===== src/rtl/pool2d_stream.sv =====
// ---------------------------------------------------------------------------
// pool2d_stream
//
// Streaming 2x2 / stride-2 pooling engine. Conv outputs arrive one per
// valid/ready handshake in raster order. One pooled value is produced per
// 2x2 window as soon as its bottom-right pixel is accepted. Only half a row
// of partial (horizontal pair) results is buffered. Max or average pooling
// is selected per frame.
//
// Optional feature macro: POOL_RELU_EN
//   defined   -> every pooled result is clamped to 0 when negative
//   undefined -> results pass through signed and unmodified
//
// Ports:
//   i_clk        clock, all logic on the rising edge
//   i_rst_n      synchronous active-low reset
//   i_mode       0 = max, 1 = average; latched on the first pixel of a frame
//   i_in_valid   input sample valid
//   o_in_ready   block can accept a sample this cycle
//   i_in_data    signed input sample (DATA_W)
//   o_out_valid  pooled result valid
//   i_out_ready  downstream accepts the result
//   o_out_data   signed pooled result (DATA_W)
//   o_out_addr   raster index of the result within the pooled map
//   o_out_last   marks the final result of a frame
//   o_busy       high from the first accepted pixel until the last result
//                of the frame has been accepted
// ---------------------------------------------------------------------------
module pool2d_stream #(
    parameter int DATA_W = 16,
    parameter int IMG_W  = 6,
    parameter int IMG_H  = 6,
    parameter int ADDR_W = 8
) (
    input  logic              i_clk,
    input  logic              i_rst_n,
    input  logic              i_mode,
    input  logic              i_in_valid,
    output logic              o_in_ready,
    input  logic [DATA_W-1:0] i_in_data,
    output logic              o_out_valid,
    input  logic              i_out_ready,
    output logic [DATA_W-1:0] o_out_data,
    output logic [ADDR_W-1:0] o_out_addr,
    output logic              o_out_last,
    output logic              o_busy
);

    localparam int HALF_W = IMG_W / 2;
    localparam int COL_W  = $clog2(IMG_W);
    localparam int ROW_W  = $clog2(IMG_H);
    localparam int LB_AW  = (HALF_W > 1) ? $clog2(HALF_W) : 1;
    localparam int P_W    = DATA_W + 1;
    localparam int LB_W   = DATA_W + 2;

    logic        [COL_W-1:0]  r_col;
    logic        [ROW_W-1:0]  r_row;
    logic                     r_mode;
    logic signed [DATA_W-1:0] r_pair;
    logic signed [LB_W-1:0]   r_line [HALF_W];
    logic                     r_out_valid;
    logic        [DATA_W-1:0] r_out_data;
    logic        [ADDR_W-1:0] r_out_addr;
    logic                     r_out_last;
    logic                     r_busy;

    logic                     w_accept;
    logic                     w_xfer;
    logic                     w_col_last;
    logic                     w_row_last;
    logic                     w_first;
    logic                     w_col_odd;
    logic                     w_row_odd;
    logic                     w_window_done;
    logic        [LB_AW-1:0]  w_lb_idx;
    logic signed [P_W-1:0]    w_pair_ext;
    logic signed [P_W-1:0]    w_pix_ext;
    logic signed [P_W-1:0]    w_pair_red;
    logic signed [LB_W-1:0]   w_p_lb;
    logic signed [LB_W-1:0]   w_lb_rd;
    logic signed [LB_W-1:0]   w_sum;
    logic signed [LB_W-1:0]   w_max;
    logic        [DATA_W-1:0] w_raw;
    logic        [DATA_W-1:0] w_result;

    // Single output register without skid buffer: a new sample may only be
    // taken when the output slot is empty or being drained this cycle.
    assign o_in_ready    = !r_out_valid || i_out_ready;
    assign w_accept      = i_in_valid && o_in_ready;
    assign w_xfer        = r_out_valid && i_out_ready;

    assign w_col_last    = (r_col == COL_W'(IMG_W - 1));
    assign w_row_last    = (r_row == ROW_W'(IMG_H - 1));
    assign w_first       = (r_col == '0) && (r_row == '0);
    assign w_col_odd     = r_col[0];
    assign w_row_odd     = r_row[0];
    assign w_window_done = w_accept && w_col_odd && w_row_odd;
    assign w_lb_idx      = LB_AW'(r_col >> 1);

    // Horizontal pair reduction; one extra bit keeps the avg-mode sum exact.
    assign w_pair_ext = {r_pair[DATA_W-1], r_pair};
    assign w_pix_ext  = {i_in_data[DATA_W-1], i_in_data};
    assign w_pair_red = r_mode ? (w_pair_ext + w_pix_ext)
                               : ((w_pix_ext > w_pair_ext) ? w_pix_ext : w_pair_ext);
    assign w_p_lb     = {w_pair_red[P_W-1], w_pair_red};

    // Vertical combine with the pair stored from the row above.
    assign w_lb_rd = r_line[w_lb_idx];
    assign w_sum   = w_lb_rd + w_p_lb;
    assign w_max   = (w_p_lb > w_lb_rd) ? w_p_lb : w_lb_rd;
    assign w_raw   = r_mode ? DATA_W'(w_sum >>> 2) : DATA_W'(w_max);

`ifdef POOL_RELU_EN
    assign w_result = w_raw[DATA_W-1] ? '0 : w_raw;
`else
    assign w_result = w_raw;
`endif

    // Raster position, per-frame mode latch and horizontal pair register.
    always_ff @(posedge i_clk) begin
        if (!i_rst_n) begin
            r_col  <= '0;
            r_row  <= '0;
            r_mode <= 1'b0;
            r_pair <= '0;
        end else if (w_accept) begin
            if (w_first) begin
                r_mode <= i_mode;
            end
            if (!w_col_odd) begin
                r_pair <= i_in_data;
            end
            if (w_col_last) begin
                r_col <= '0;
                r_row <= w_row_last ? '0 : r_row + 1'b1;
            end else begin
                r_col <= r_col + 1'b1;
            end
        end
    end

    // Half-row buffer of pair results from even rows; contents need no reset
    // because every entry is rewritten before the odd row reads it.
    always_ff @(posedge i_clk) begin
        if (i_rst_n && w_accept && w_col_odd && !w_row_odd) begin
            r_line[w_lb_idx] <= w_p_lb;
        end
    end

    // Output register, transfer-counted address and frame busy flag.
    // A window completion always coincides with an empty or draining slot,
    // so loading takes precedence over clearing out_valid.
    always_ff @(posedge i_clk) begin
        if (!i_rst_n) begin
            r_out_valid <= 1'b0;
            r_out_data  <= '0;
            r_out_addr  <= '0;
            r_out_last  <= 1'b0;
            r_busy      <= 1'b0;
        end else begin
            if (w_window_done) begin
                r_out_valid <= 1'b1;
                r_out_data  <= w_result;
                r_out_last  <= w_col_last && w_row_last;
            end else if (w_xfer) begin
                r_out_valid <= 1'b0;
            end

            if (w_xfer) begin
                r_out_addr <= r_out_last ? '0 : r_out_addr + 1'b1;
            end

            // A new frame starting in the same cycle as the last transfer
            // keeps busy high across the boundary.
            if (w_accept && w_first) begin
                r_busy <= 1'b1;
            end else if (w_xfer && r_out_last) begin
                r_busy <= 1'b0;
            end
        end
    end

    assign o_out_valid = r_out_valid;
    assign o_out_data  = r_out_data;
    assign o_out_addr  = r_out_addr;
    assign o_out_last  = r_out_last;
    assign o_busy      = r_busy;

endmodule


===== config.mk =====
export PLATFORM = sky130hd
export DESIGN_NAME = pool2d_stream
export DESIGN_NICKNAME = d
export VERILOG_FILES = /design/src/rtl/pool2d_stream.sv
export SDC_FILE = /design/constraint.sdc
export NUM_CORES = 1
export LEC_CHECK = 0
export ABC_AREA = 1
export CORE_ASPECT_RATIO = 0.7
export CORE_MARGIN = 2
export CORE_UTILIZATION = 50
export DETAILED_ROUTE_END_ITERATION = 8
export HOLD_SLACK_MARGIN = 0.15
export PLACE_DENSITY = 0.66
export REMOVE_ABC_BUFFERS = 1
export SLEW_MARGIN = 10
export SYNTH_ARGS = -nofsm -noshare
export SYNTH_HDL_FRONTEND = slang
export SYNTH_SLANG_ARGS = --single-unit

===== constraint.sdc =====
create_clock -name i_clk -period 4.8 [get_ports i_clk]
set_input_delay 0.48 -clock i_clk [delete_from_list [all_inputs] [get_ports i_clk]]
set_output_delay 0.48 -clock i_clk [all_outputs]
set_load 0.01 [all_outputs]

==> impl_metrics.csv <==
group,metric,value,unit
critical_path,critPathLaunchType,"primary input",
critical_path,criticalPathCategory,"in2reg",
cts,cts_max_level,3,
detailed_routing,vias,6346,
sta,maxSlewViolCount,0,
synth,synth_edf_count,51,
die,die_area,15200,sq um
cts,cts_tree,"yes",
place,hpwl,14200,um
detailed_routing,drcViolationCount,0,
sta,finalSetupViolations,0,
critical_path,critPathBufInv,3,
pwr,p_int,0.00177,W
global_route,grt_pass1_wl,29900,um
cts,numClockSinks,103,
die,io_pins,49,
synth,ys_seq_area_frac,0.361,
synth,yosys.area.top_type,"edfxtp_1",
cts,cts_hold_buf,0,
synth,synthTopCellsByCount,"nand2_1, inv_1, a21oi_1",
critical_path,crit_family,"simple AND/OR/NAND/NOR gates",
sta,period_minus_slack,4.49,ns
synth,yosysTopAreaCellShare,0.215,
cts,cts_root_buf,"clkbuf_16",
critical_path,slowest_stage,"clkdlybuf4s50_1",
die,start_util,0.511,
status,status,"completed",
place,gp_congestion,0.934,
pwr,leakagePower,3.75,nW
synth,ys_top_cells_by_area,"edfxtp_1, dfxtp_1, ha_1",
critical_path,cpMostUsedCell,"nand2_1",
cells_and_area,finish.net_count,1112,
sta,clock_skew,0.00841,ns
pwr,power.density_cell_area,343,nW/um^2
detailed_routing,drt_iter0_drc,431,
pwr,pwr-share-clk,0.274,
sta,fmax,223,MHz
global_route,grt_max_degree,39,
global_route,grt_pass1_vias,5830,
flow_run,cap_violations,0,
cells_and_area,layout-drive-gt1-share,0.0982,
pwr,power_frac_seq,0.346,
sta,fin_tns_setup,0,ns
sta,hold_viol_final,0,
detailed_routing,vias_per_cell,5.21,
cells_and_area,fin_util,0.598,
pwr,p_total,0.00286,W
sta,grt_setup_unrepaired,"no",
synth,synth_cells,954,
detailed_routing,drt-total-wl,18500,um
critical_path,arrival,4.74,ns
critical_path,cp_cell_sequence,"clkdlybuf4s50_1 -> ha_2 -> nand2_1 -> nor3_2 -> nand2_1 -> nand2_1 -> nand2_1 -> nand2_1 -> nand2_2 -> nand3_2 -> buf_4 -> o21ai_0 -> nand2_1 -> nand2_1 -> ha_1 -> inv_1 -> a21oi_1 -> o21ai_0 -> a221oi_1 -> nand3_1 -> nand3_1 -> nand2_1 -> a21oi_1 -> nor2_1",
critical_path,critPathMaxStageDelay,0.46,ns
cells_and_area,area_growth,17.0,%
synth,synth_area_per_cell,7.46,sq um
sta,hold_slack,0.477,ns
sta,post-route-period-util,0.935,
worst_hold_path,hp-class,"reg2reg",
pwr,peakVddDrop,0.231,mV
cts,clock_path_buffers,2,
synth,synthFlopType,"dfxtp_1",
pwr,p_switching,0.00109,W
synth,synth_most_common_cell,"nand2_1",
global_route,antenna_found_initial,0,
global_route,globalRoute.totalOverflow,0,
critical_path,required,5.05,ns
pwr,comb_power_share,0.380,
sta,slew_headroom,0.412,
synth,async_flop_share,0,
die,num_rows,36,
critical_path,cp_max_fo,18,
critical_path,endpoint_kind,"flip-flop",
synth,netlist_area,7120,sq um
cts,numCtsBuffers,9,
sta,worst_pin_slew,0.881,ns
synth,synth_warnings,0,
detailed_routing,antenna_left,0,
die,die_h,104,um
synth,ys_ff_latch,103,
cts,insertion_delay,0.36,ns
place,io_buffers,48,
synth,synth_cell_type_count,42,
pwr,swShare,0.380,
cells_and_area,diodes,0,
die,core_area,13900,sq um
die,die_x,147,um
global_route,grtUsageTotal,0.247,
detailed_routing,first_pass_iters,5,
cts,clk_pin_slew,0.07,ns
detailed_routing,routedWlPerCell,15.2,um
==> cell families (layout without fill, tap and decap cells) <==
kind of cell	Yosys count	in the layout	share of synthesized area
simple gates	360	360	0.222
fa+ha+maj	68	68	0.121
compound gates	236	236	0.186
buf+inv	179	253	0.100
flops	103	103	0.361
xor+xnor	8	8	0.00985
==> power groups by stage <==
stage / combinational [W] / clock, W / sequential, W
2_1_floorplan: 0.000697 / 0 / 0.00101
3_3_place_gp: 0.00105 / 0 / 0.00101
3_5_place_dp: 0.00105 / 0 / 0.00101
4_1_cts: 0.00106 / 0.000802 / 0.000989
5_1_grt: 0.00122 / 0.000834 / 0.000992
6_report: 0.00109 / 0.000784 / 0.000989
==> per-layer routing <==
metal | track usage | wire length, um | up-vias | share of wire
met5 | 0 | 0 | - | 0
met4 | 0.0388 | 129 | 0 | 0.0070
met3 | 0.0551 | 1180 | 12 | 0.064
met2 | 0.365 | 7680 | 178 | 0.41
met1 | 0.374 | 9530 | 2858 | 0.51
li1 | - | - | 3298 | -
==> worst min-delay path: stages (launching register included) <==
cell     delay (ns)
dfxtp_1        0.31
inv_1          0.06
a21oi_1        0.06
==> path summary, 6_finish.rpt <==
path | startpoint | endpoint | slack, ns | depth (start not counted)
worst min-delay path | r_col[0] | r_col[0] | 0.48 | 2
worst min register to register | r_col[0] | r_col[0] | 0.48 | 2
worst max register to register | r_pair[5] | o_out_data[13] | 0.46 | 24
worst max-delay path | i_in_data[6] | o_out_data[13] | 0.31 | 24
==> registers in the layout (all words and copies together) (netlist names), named ones only <==
register,cells
o_busy,1
o_out_addr,8
o_out_data,16
o_out_last,1
o_out_valid,1
r_col,3
r_line,51
r_mode,1
r_pair,16
r_row,3
==> cell usage in the layout (no fill, tap or decap), types with 4 or more instances in the layout <==
cell type and instances:
o211ai_1 16, clkbuf_16 10, o21ai_0 86, or2_0 4
xor2_1 8, nand4_1 11, dfxtp_1 52, nor3_1 16
a21oi_2 9, edfxtp_1 51, a21oi_1 98, nor2_1 76
buf_4 39, o21a_1 4, nand3_1 48, o21ai_2 5
ha_1 64, clkdlybuf4s50_1 48, inv_1 146, or2_2 19
o21bai_1 7, nand2_1 169
==> area by class of cell <==
cell class	count	area, sq um
multi-input combinational	672	3860
tap	190	238
clock inverter	5	57.6
sequential	103	2570
fill	1288	5590
inverter	150	566
timing repair buffer	87	773
clock buffer	11	264
==> metrics by stage <==
stage / cell area, sq um / worst slack, ns / std cells
floorplan: 6970 / 0.783 / 925
global placement: 7990 / -0.116 / 1202
detailed placement: 7990 / -0.0795 / 1202
CTS: 8310 / 0.277 / 1218
global route: 8330 / 0.0160 / 1218
finish: 8330 / 0.312 / 1218
==> repair_timing <==
action                     CTS  global route
buffers inserted             0             0
setup endpoints to repair    0            14
gates resized for setup      0             6
(Power assumes the default switching activity.)
